[src/rtl/stopwatch_pkg.sv]
// Shared constants and types for the MM:SS stopwatch and its seven-segment display.
package stopwatch_pkg;

  // Active-low segment patterns, bit order {g,f,e,d,c,b,a}
  localparam logic [6:0] SEG_0     = 7'b1000000;
  localparam logic [6:0] SEG_1     = 7'b1111001;
  localparam logic [6:0] SEG_2     = 7'b0100100;
  localparam logic [6:0] SEG_3     = 7'b0110000;
  localparam logic [6:0] SEG_4     = 7'b0011001;
  localparam logic [6:0] SEG_5     = 7'b0010010;
  localparam logic [6:0] SEG_6     = 7'b0000010;
  localparam logic [6:0] SEG_7     = 7'b1111000;
  localparam logic [6:0] SEG_8     = 7'b0000000;
  localparam logic [6:0] SEG_9     = 7'b0010000;
  localparam logic [6:0] SEG_BLANK = 7'b1111111;

  localparam logic [3:0] AN_DIGIT0 = 4'b1110;
  localparam logic [3:0] AN_DIGIT1 = 4'b1101;
  localparam logic [3:0] AN_DIGIT2 = 4'b1011;
  localparam logic [3:0] AN_DIGIT3 = 4'b0111;

  localparam logic [3:0] BCD_MAX_UNITS = 4'd9;
  localparam logic [3:0] BCD_MAX_TENS  = 4'd5;

  typedef struct packed {
    logic [3:0] m1;
    logic [3:0] m0;
    logic [3:0] s1;
    logic [3:0] s0;
  } bcd_time_t;

  typedef enum logic [1:0] {
    DIG_S0 = 2'd0,
    DIG_S1 = 2'd1,
    DIG_M0 = 2'd2,
    DIG_M1 = 2'd3
  } digit_sel_t;

  function automatic logic [3:0] anode_for(input digit_sel_t sel);
    logic [3:0] result;
    result = AN_DIGIT0;
    case (sel)
      DIG_S0:  result = AN_DIGIT0;
      DIG_S1:  result = AN_DIGIT1;
      DIG_M0:  result = AN_DIGIT2;
      DIG_M1:  result = AN_DIGIT3;
      default: result = AN_DIGIT0;
    endcase
    return result;
  endfunction

endpackage

[src/rtl/seg7_decoder.sv]
// Combinational BCD digit to active-low seven-segment pattern; codes 10-15 blank.
module seg7_decoder
  import stopwatch_pkg::*;
(
  input  logic [3:0] bcd,
  output logic [6:0] seg
);

  always_comb begin
    seg = SEG_BLANK;
    case (bcd)
      4'd0:    seg = SEG_0;
      4'd1:    seg = SEG_1;
      4'd2:    seg = SEG_2;
      4'd3:    seg = SEG_3;
      4'd4:    seg = SEG_4;
      4'd5:    seg = SEG_5;
      4'd6:    seg = SEG_6;
      4'd7:    seg = SEG_7;
      4'd8:    seg = SEG_8;
      4'd9:    seg = SEG_9;
      default: seg = SEG_BLANK;
    endcase
  end

endmodule

[src/rtl/stopwatch_7seg.sv]
// MM:SS BCD stopwatch advanced by a synchronised slow tick, driving a
// 4-digit multiplexed active-low seven-segment display.
module stopwatch_7seg
  import stopwatch_pkg::*;
#(
  parameter logic [26:0] REFRESH_DIV = 27'd100000,
  parameter int          SYNC_STAGES = 2
) (
  input  logic        clk_in,
  input  logic        rst,
  input  logic        tick_in,
  input  logic        run,
  input  logic        clear,
  output logic [15:0] count_bcd,
  output logic        rollover,
  output logic [3:0]  an,
  output logic [6:0]  seg,
  output logic        dp
);

  logic [SYNC_STAGES-1:0] sync_reg;
  logic                   edge_reg;
  logic                   sync_out;
  logic                   tick_pulse;

  bcd_time_t  time_reg, time_next;
  logic       rollover_reg, rollover_next;

  logic [26:0] refresh_reg;
  logic        refresh_wrap;
  digit_sel_t  digit_sel_reg;

  logic [3:0] digit_mux;
  logic [6:0] seg_dec;
  logic [3:0] an_reg;
  logic [6:0] seg_reg;
  logic       dp_reg;

  // The divided clock is only ever sampled as data.
  always_ff @(posedge clk_in or posedge rst) begin
    if (rst) begin
      sync_reg <= '0;
      edge_reg <= 1'b0;
    end else begin
      sync_reg <= {sync_reg[SYNC_STAGES-2:0], tick_in};
      edge_reg <= sync_out;
    end
  end

  assign sync_out   = sync_reg[SYNC_STAGES-1];
  assign tick_pulse = sync_out & ~edge_reg;

  always_comb begin
    time_next     = time_reg;
    rollover_next = 1'b0;
    if (clear) begin
      time_next = '0;
    end else if (tick_pulse && run) begin
      if (time_reg.s0 != BCD_MAX_UNITS) begin
        time_next.s0 = time_reg.s0 + 4'd1;
      end else begin
        time_next.s0 = 4'd0;
        if (time_reg.s1 != BCD_MAX_TENS) begin
          time_next.s1 = time_reg.s1 + 4'd1;
        end else begin
          time_next.s1 = 4'd0;
          if (time_reg.m0 != BCD_MAX_UNITS) begin
            time_next.m0 = time_reg.m0 + 4'd1;
          end else begin
            time_next.m0 = 4'd0;
            if (time_reg.m1 != BCD_MAX_TENS) begin
              time_next.m1 = time_reg.m1 + 4'd1;
            end else begin
              time_next.m1  = 4'd0;
              rollover_next = 1'b1;
            end
          end
        end
      end
    end
  end

  always_ff @(posedge clk_in or posedge rst) begin
    if (rst) begin
      time_reg     <= '0;
      rollover_reg <= 1'b0;
    end else begin
      time_reg     <= time_next;
      rollover_reg <= rollover_next;
    end
  end

  assign refresh_wrap = (refresh_reg == REFRESH_DIV - 27'd1);

  always_ff @(posedge clk_in or posedge rst) begin
    if (rst) begin
      refresh_reg   <= '0;
      digit_sel_reg <= DIG_S0;
    end else if (refresh_wrap) begin
      refresh_reg   <= '0;
      digit_sel_reg <= digit_sel_t'(digit_sel_reg + 2'd1);
    end else begin
      refresh_reg   <= refresh_reg + 27'd1;
    end
  end

  always_comb begin
    digit_mux = time_reg.s0;
    case (digit_sel_reg)
      DIG_S0:  digit_mux = time_reg.s0;
      DIG_S1:  digit_mux = time_reg.s1;
      DIG_M0:  digit_mux = time_reg.m0;
      DIG_M1:  digit_mux = time_reg.m1;
      default: digit_mux = time_reg.s0;
    endcase
  end

  seg7_decoder u_decoder (
    .bcd (digit_mux),
    .seg (seg_dec)
  );

  // Registered display drive; the colon dot sits on the M0 digit.
  always_ff @(posedge clk_in or posedge rst) begin
    if (rst) begin
      an_reg  <= AN_DIGIT0;
      seg_reg <= SEG_0;
      dp_reg  <= 1'b1;
    end else begin
      an_reg  <= anode_for(digit_sel_reg);
      seg_reg <= seg_dec;
      dp_reg  <= (digit_sel_reg != DIG_M0);
    end
  end

  assign count_bcd = time_reg;
  assign rollover  = rollover_reg;
  assign an        = an_reg;
  assign seg       = seg_reg;
  assign dp        = dp_reg;

endmodule

[config.mk]
export PLATFORM = sky130hd
export DESIGN_NAME = stopwatch_7seg
export DESIGN_NICKNAME = d
export VERILOG_FILES = /design/src/rtl/stopwatch_pkg.sv /design/src/rtl/seg7_decoder.sv /design/src/rtl/stopwatch_7seg.sv
export SDC_FILE = /design/constraint.sdc
export NUM_CORES = 1
export LEC_CHECK = 0
export CELL_PAD_IN_SITES_DETAIL_PLACEMENT = 1
export CELL_PAD_IN_SITES_GLOBAL_PLACEMENT = 1
export CORE_MARGIN = 8
export CORE_UTILIZATION = 44
export DETAILED_ROUTE_END_ITERATION = 8
export GPL_TIMING_DRIVEN = 0
export PLACE_DENSITY_LB_ADDON = 0.08
export SYNTH_ARGS = -nofsm -noshare
export SYNTH_HDL_FRONTEND = slang
export SYNTH_HIERARCHICAL = 1
export SYNTH_SLANG_ARGS = --single-unit
export TNS_END_PERCENT = 5
[constraint.sdc]
create_clock -name clk_in -period 2.7 [get_ports clk_in]
set_input_delay 0.675 -clock clk_in [delete_from_list [all_inputs] [get_ports clk_in]]
set_output_delay 0.675 -clock clk_in [all_outputs]
set_load 0.01 [all_outputs]
Word level (Yosys, flattened, before mapping)

Memory sizes are Yosys's and may differ from the RTL's. A register that Yosys moved wholly into a read port is not among the register bits.
Cells that the tools add are included.

Bits in registers: 54
RAM bits: 0
Output and inout port bits: 29
Bits in latches: 0
Input port bits: 5
ROM bits: 112
Memories kept: 1

Memory list:

| memory          | words | bits a word | rd ports | clocked after memory_dff | write ports | RTL line           | text |
|---|---|---|---|---|---|---|---|
| (no name shown) | 16    | 7           | 1        | 1                        | 0           | seg7_decoder.sv:11 | `case (bcd)` |

Reduce and logical (&&, ||, !) cells: 6
$add $sub $neg: 6
Shift-type cells: 0
Order comparisons: 0
Bitwise logic cells: 2
Divide/modulo/power cells: 0
Mux-type cells: 18
Equal/unequal tests: 12
$mul: 0

Operators with widths:

| operator                                         | number |
|---|---|
| 2-to-1 mux 16 bit                                | 2 |
| one-hot mux 4 bit (4 select lines)               | 2 |
| adder 27 x 1 -> 27 bit (second input constant)   | 1 |
| == test 27 x 17 -> 1 bit (second input constant) | 1 |
| 2-to-1 mux 27 bit                                | 1 |
| 2-to-1 mux 4 bit                                 | 5 |
| adder 4 x 1 -> 4 bit (second input constant)     | 4 |
| 2-to-1 mux 12 bit                                | 1 |
| 2-to-1 mux 8 bit                                 | 1 |
| != test 2 bit (second input constant)            | 4 |
| != test 4 x 3 -> 1 bit (second input constant)   | 2 |
| != test 4 bit (second input constant)            | 2 |
| 2-to-1 mux 1 bit                                 | 6 |
| == test 2 bit (second input constant)            | 2 |
| AND reduction 4 bit                              | 1 |
| AND reduction 3 bit                              | 1 |
| adder 2 x 1 -> 2 bit (second input constant)     | 1 |
| == test 2 x 1 -> 1 bit (second input constant)   | 1 |
| zero test 2 bit                                  | 1 |
| AND reduction 2 bit                              | 1 |
| nonzero test 2 bit                               | 1 |
| AND 1 bit                                        | 1 |
| logical AND 1 bit                                | 1 |
| inverter 1 bit                                   | 1 |

Depth between registers and ports, before layout

Depth in word-level cells: 7
Gate-level depth with buffers: 9
Depth with buffers taken out: 9

Modules after synthesis

Netlist, hierarchy kept.

By module, submodules not included:

| module         | cells each | area each (um^2) | seq. area each (um^2) | times used |
|---|---|---|---|---|
| stopwatch_7seg | 268        | 2,881.5          | 1,506.4               | 1 |
| seg7_decoder   | 33         | 210.2            | 0.0                   | 1 |

Worst setup path before layout

OpenSTA, ideal clock, no wires.

Path type: reg-to-reg
Start: register digit_sel_reg[0]
End: register seg_reg[3], in the netlist seg[3]
Setup time: 0.130 ns
Arrival time: 1.844 ns
Path slack: 0.726 ns
Required time: 2.570 ns
Cell stages (with the launch flop): 10
Path through: dfrtp_1 -> inv_1 -> ha_1 -> clkinv_1 -> mux2i_1 -> inv_1 -> ha_1 -> or2_1 -> a21oi_2 -> a31oi_1

Word-level cells in the longest chain between the ends: 2
Elaborated cells on any way between the ends: 5

RTL lines:

| what                                  | RTL line              | text |
|---|---|---|
| from (decl)                           | stopwatch_7seg.sv:31  | `digit_sel_t digit_sel_reg;` |
| from (signal assigned)                | stopwatch_7seg.sv:101 | `digit_sel_reg <= digit_sel_t'(digit_sel_reg + 2'd1);` |
| == test 2 bit (tied with other cells) | stopwatch_7seg.sv:109 | `case (digit_sel_reg)` |
| one-hot mux 4 bit (4 select lines) *  | stopwatch_7seg.sv:109 |  |
| named net digit_mux[1]                | stopwatch_7seg.sv:33  | `logic [3:0] digit_mux;` |
| to (decl)                             | stopwatch_7seg.sv:36  | `logic [6:0] seg_reg;` |

The timed path passes the listed nets; every way through them passes the cells marked *.
A chain may end at the register's enable or synchronous reset.

Final worst setup path

Same ends and word-level chain as after synthesis.

==> reports/qor.csv <==
stage;metric;value;unit
run_status;run status;complete, no violations;
yosys;Mapped Area;3092;sq um
power;P_int;1.726;mW
yosys;largest family of logic cells by synthesized area;simple AND/OR/NAND/NOR gates;
power;combinational share of power;2.8;%
power;Clock power frac;54.7;%
timing;final worst-path setup slack;0.3182;ns
yosys;adder-cell area share of the yosys netlist;7.285;%
flow_run;Max-cap violations;0;
finish;max reg flops;27;
yosys;Synth Area per Inst;10.27;sq um
yosys;mux share of post-synthesis cell area;2.954;%
timing;Setup Viol. Count Final;0;
critical_path;Max Fanout on Critical Path;6;
floorplan;Std-Cell Core Area;6794;sq um
clock_network;CTS tree;done;
finish;Layout area overhead;24.16;%
timing;WHS;0.3544;ns
finish;layout cell share with drive strength beyond 1;11.43;%
clock_network;clk sinks;60;
timing;Final Critical Period;2.382;ns
drt;antenna viol nets, final;0;
placed_design;# port buffers;32;
placed_design;dpl cells;430;
grt;initial antenna violation count;0;
critical_path;Worst Path Required;2.91;ns
yosys;Seq cells post-synth;60;
yosys;simple-gate share of the synthesized area;22.02;%
drt;Starting DRT DRC Count;108;
placed_design;HPWL after detailed placement;5315;microns
power;Lkg Pwr;1.662;nW
drt;DR pass1 iterations;4;
timing;f_max;0.4198;GHz
yosys;ys flop type;dfrtp_1;
critical_path;worst reg2reg path depth;9;
yosys;Mapped Cells;301;
floorplan;Row Count;30;
floorplan;IO Count;34;
min_path;worst hold path class;flop to flop;
yosys;syn_nets;324;
power;VDD IR max;0.2959;mV
finish;ANT cells;0;
power;Power Dens Cells;557.4;nW/um^2
placed_design;worst slack, placed;0.2478;ns
drt;routed vias;2406;
timing;transition time at the pin with the least slew margin;0.7270;ns
yosys;ys async rst share;100.0;%
grt;overall routing resource usage;16.21;%
clock_network;H-tree levels;3;
floorplan;initial cell density of the core;45.51;%
critical_path;crit path DAT;2.59;ns
timing;final count of hold timing violations;0;
finish;FILL cells;766;
timing;clk_skew;0.008527;ns
clock_network;clock latency on the worst-skew pair;0.33;ns
clock_network;postcts setup bufs;0;
clock_network;clock root buffer;clkbuf_8;
yosys;yosys warns;6;
drt;mean routed wirelength per cell;16.71;microns
drt;Residual DRC;0;
floorplan;die footprint;9965;sq um
yosys;post-synthesis xor/xnor area fraction;7.365;%
floorplan;die width;99.83;microns
grt;number of global-route vias before repair;2574;
yosys;number of synthesized flops with an enable pin;0;
power;Seq pwr share;42.5;%
timing;max-slew violations;0;
finish;non-filler instance count after layout;446;
grt;largest net degree at the start of global routing;35;
grt;first-pass GRT wire length;12960;microns
clock_network;clock slew at reported path FFs;0.08;ns
timing;worst slew margin relative to its limit;51.46;%
yosys;synth unique cells;47;
yosys;sequential share of the synthesized area;48.73;%
power;Sw Share;19.35;%
timing;unrepaired setup endpoints after global routing;false;
clock_network;hold_buf cts;0;
power;Psw;0.4140;mW
clock_network;Resize count post-CTS;0;
critical_path;Setup CP Type;flop to flop;
timing;part of the cycle the worst path needs;88.22;%
drt;Vias/cell;5.395;
drt;Post-Route WL;7452;microns
min_path;worst hold stages;0;
clock_network;cts bufs inserted;9;
clock_network;Max Buffers Root-to-Sink;2;
placed_design;RD Place Congestion;0.7858;
critical_path;endpoint class of the critical path;flop;
floorplan;die height;99.83;microns
grt;Remaining Overflow, GRT;0;
finish;# nets final;368;
yosys;Synth Area in Compound Gates;6.920;%
critical_path;Startpoint Class;flop;
-- path summary, 6_finish.rpt --
kind	slack, ns	to	from
max	0.32	seg[3]	digit_sel_reg[0]
min	0.35	sync_reg[1]	sync_reg[0]
max reg2reg	0.32	seg[3]	digit_sel_reg[0]
min reg2reg	0.35	sync_reg[1]	sync_reg[0]
max in group asynchronous	1.24	dp	rst
min in group asynchronous	0.78	refresh_reg[22]	rst
-- routing by layer --
layer | GRT usage (%) | routed length (microns)
met1 | 20.49 | 3413
met2 | 26.48 | 3662
met3 | 3.460 | 305
met4 | 6.170 | 70
met5 | 0 | 0
-- critical path, cell delays in order (launching register included) --
cell and delay (ns):
dfrtp_1 0.41, inv_1 0.13, ha_1 0.27, a222oi_1 0.15, mux2i_1 0.45, inv_1 0.20, ha_1 0.21, or2_1 0.21
a21oi_2 0.17, a31oi_1 0.05
-- cell type report --
cell class | instances | area (sq um) | share of cell area (%)
Multi-Input combinational cell | 209 | 1439 | 37.48
Buffer | 10 | 63.81 | 1.662
Inverter | 22 | 82.58 | 2.151
Tap cell | 96 | 120.1 | 3.129
Sequential cell | 60 | 1506 | 39.24
Clock inverter | 7 | 162.7 | 4.237
Timing Repair Buffer | 33 | 340.3 | 8.866
Clock buffer | 9 | 123.9 | 3.227
-- per-stage QoR --
step                utilization [%]  power, mW  TNS [ns]  area (sq um)
CTS                           56.50      2.170         0          3839
detailed placement            52.28     0.9886         0          3552
global route                  56.50      2.216         0          3839
floorplan                         -     0.9583         0          3092
global placement              51.99     0.9832    -31.47          3532
finish                        56.50      2.140         0          3839
-- placed cells by master (no fill, tap or decap), types with 2 or more instances in the layout --
cell / count
ha_1: 18
nand4_1: 11
dfstp_2: 4
nor3_1: 5
inv_1: 20
or3_1: 3
xnor2_1: 21
buf_4: 4
nand2_1: 15
mux2i_1: 8
and3b_1: 4
or4_1: 2
a222oi_1: 4
buf_2: 3
o21ai_0: 13
bufinv_16: 5
clkbuf_8: 9
nand3_1: 16
a31oi_1: 2
nand2b_1: 4
and3_1: 2
nor4_1: 9
nor2_1: 34
a21oi_1: 14
xor2_1: 5
dfrtp_1: 56
clkdlybuf4s50_1: 32
-- synth_stat cells (2+ instances only) --
cell type  instances  area share, %
a21oi_1           14            2.3
a222oi_1           4            1.3
a31oi_1            2           0.40
and3_1             2           0.40
and3b_1            4            1.1
buf_2              3           0.49
buf_4              4           0.97
dfrtp_1           56             45
dfstp_2            4            3.4
ha_1              18            7.3
inv_1             21            2.5
mux2i_1            8            2.6
nand2_1           15            1.8
nand2b_1           4           0.81
nand3_1           16            2.6
nand4_1           11            2.2
nor2_1            34            4.1
nor3_1             5           0.81
nor4_1             9            1.8
o21ai_0           13            2.1
or3_1              3           0.61
or4_1              2           0.49
xnor2_1           21            5.9
xor2_1             5            1.4
-- power by group through the flow --
| stage | clock [mW] | combinational [mW] | sequential [mW] |
|---|---|---|---|
| floorplan | 0 | 0.0306 | 0.928 |
| CTS | 1.20 | 0.0628 | 0.909 |
| finish | 1.17 | 0.0606 | 0.909 |
| detailed placement | 0 | 0.0624 | 0.926 |
| global route | 1.24 | 0.0693 | 0.909 |
| global placement | 0 | 0.0574 | 0.926 |
-- cells by family after synthesis --
family                   after synthesis
XOR/XNOR                              26
buffers and inverters                 32
adder cells (fa/ha/maj)               18
AND/OR/NAND/NOR                      120
flip-flops                            60
multiplexers                           9
AO/OA/AOI/OAI                         36
Power figures use the tool's default switching activity.
==> variant, RTL diff (config.mk and constraints unchanged) <==
The parameter `SYNC_STAGES` goes from 2 to 4.
--- a/src/rtl/stopwatch_7seg.sv
+++ b/src/rtl/stopwatch_7seg.sv
@@ -4,7 +4,7 @@
   import stopwatch_pkg::*;
 #(
   parameter logic [26:0] REFRESH_DIV = 27'd100000,
-  parameter int          SYNC_STAGES = 2
+  parameter int          SYNC_STAGES = 4
 ) (
   input  logic        clk_in,
   input  logic        rst,
Formal check against the unedited RTL: not equivalent (a bounded check fails within 4 cycles, from zero or initial values and one cycle with rst high).
==> variant against the unedited design <==
  * Design area fell by 1.3%
  * Combinational power hardly changed
  * Synthesized cell count decreased by 0.33%
  * Sequential cell count is 2 higher
  * Non-clock buffer count increased by 1
  * Routed wire length fell by 3.2%
  * Clock skew shrank 0.0013 ns
  * Sequential share of layout area increased by 1.9 points
  * Setup slack improved by 0.023 ns
  * Total power fell by 9.6%
  * Area after synthesis grew 0.32%
==> variant: results (changes against the unedited design) <==
Power and ir drop
  • Leakage: 1.607 nW (-3.3%)
  • Peak VDD IR: 340.6 uV (+15%)

Cells and area
  • FILL cells: 763 (-0.39%)
  • Share of layout cells above drive strength 1: 10.32% (-1.1 points)
  • Layout Nets: 367 (-0.27%)

Global route
  • Largest net degree at the start of global routing: 38 (+8.6%)
  • GRT Total Usage: 16.00% (-0.21 points)
  • Global-route wire length before repair: 12850 um (-0.80%)
  • M3 GR Usage: 3.599% (+0.14 points)
  • Global Route met2 Usage: 27.04% (+0.56 points)
  • Met1 usage: 19.29% (-1.2 points)
  • Vias in the first global route: 2558 (-0.62%)

STA
  • Slew Limit Headroom: 47.00% (-4.5 points)
  • Max Clock Skew: 0.007266 ns (-0.001261 ns)
  • Hold Worst Slack: 0.3482 ns (-0.006252 ns)

Worst setup path
  • CP max stage delay: 0.53 ns (+0.08 ns)
  • R2R Setup Slk: 0.34 ns (+0.02 ns)
  • R2R cell count: 8 (-1)
  • Critical path's top delay family: compound AO/OA/AOI/OAI gates
  • Worst Path Max Fanout: 5 (-1)

Place
  • I/O Buffers: 32 (unchanged)
  • Place WS: 0.01516 ns (-0.2326 ns)
  • Final HPWL DP: 5081 um (-4.4%)
  • GPL Wtd Cong: 0.8670 (+10%)

Logic synthesis
  • Synth cell types: 43 (-8.5%)
  • Top cells by area, synth: dfrtp_1 47%, ha_1 7.3%, xnor2_1 6.2%, nor2_1 3.5%, dfstp_2 3.4%
  • Synth cell count leaders: 58 x dfrtp_1, 29 x nor2_1, 22 x xnor2_1
  • Syn nets: 323 (-0.31%)
  • Post-synthesis sequential area ratio: 50.18% (+1.5 points)

Outcome
  • Status: complete, no violations

Hold path
  • Worst Hold End: sync_reg[3]
  • Worst Min Path Start: sync_reg[2]

Detailed routing
  • Via density: 5.393 (about the same)
  • Iter 0 DRT Violations: 84 (-22%)
  • DRT Wirelength: 7216 um (-3.2%)

Clock tree
  • CTS resizes: 0 (unchanged)
==> variant: cells by family after synthesis <==
kind of cell    count (synthesis)  share of synthesized area, %
xor+xnor                       26                         7.341
mux                             7                         2.299
buf+inv                        29                         4.316
flops                          62                         50.18
compound gates                 35                         6.656
simple gates                  123                         21.94
fa+ha+maj                      18                         7.261
==> variant: cell type report <==
cell class                      instances  area, um2  share of cell area (%)
Clock buffer                           12      155.1                   4.096
Inverter                               18      67.56                   1.784
Clock inverter                          4      70.07                   1.850
Multi-Input combinational cell        209       1411                   37.26
Sequential cell                        62       1556                   41.10
Tap cell                               96      120.1                   3.171
Buffer                                 11      66.31                   1.751
Timing Repair Buffer                   33      340.3                   8.986
==> variant: where the power goes <==
part,internal (W),total (W),switching (W)
clock,0.000568,0.000932,0.000365
combinational,0.0000215,0.0000608,0.0000392
sequential,0.000937,0.000941,0.00000363
total,0.00153,0.00193,0.000408
==> variant: per-stage QoR <==
| step | area, um2 | instances |
|---|---|---|
| finish | 3787 | 445 |
| global route | 3787 | 445 |
| CTS | 3787 | 445 |
| detailed placement | 3562 | 429 |
| global placement | 3542 | 428 |
| floorplan | 3102 | 300 |
==> variant: worst max path at each step <==
| stage | endpoint | slack [ns] | depth (start not counted) |
|---|---|---|---|
| 2_1_floorplan | an[0] | 0.49 | 1 |
| 3_3_place_gp | sync_reg[2] | -0.63 | 2 |
| 3_5_place_dp | count_bcd[15] | 0.02 | 6 |
| 4_1_cts | count_bcd[15] | 0.37 | 6 |
| 5_1_grt | seg[3] | 0.14 | 9 |
| 6_report | seg[3] | 0.34 | 8 |
==> variant: metal layers <==
metal	vias up	routed length, um	part of all wire, %
met3	15	300	4.2
met1	1198	3215	45
met5	-	0	0
met2	51	3553	49
met4	0	147	2.0
li1	1136	-	-
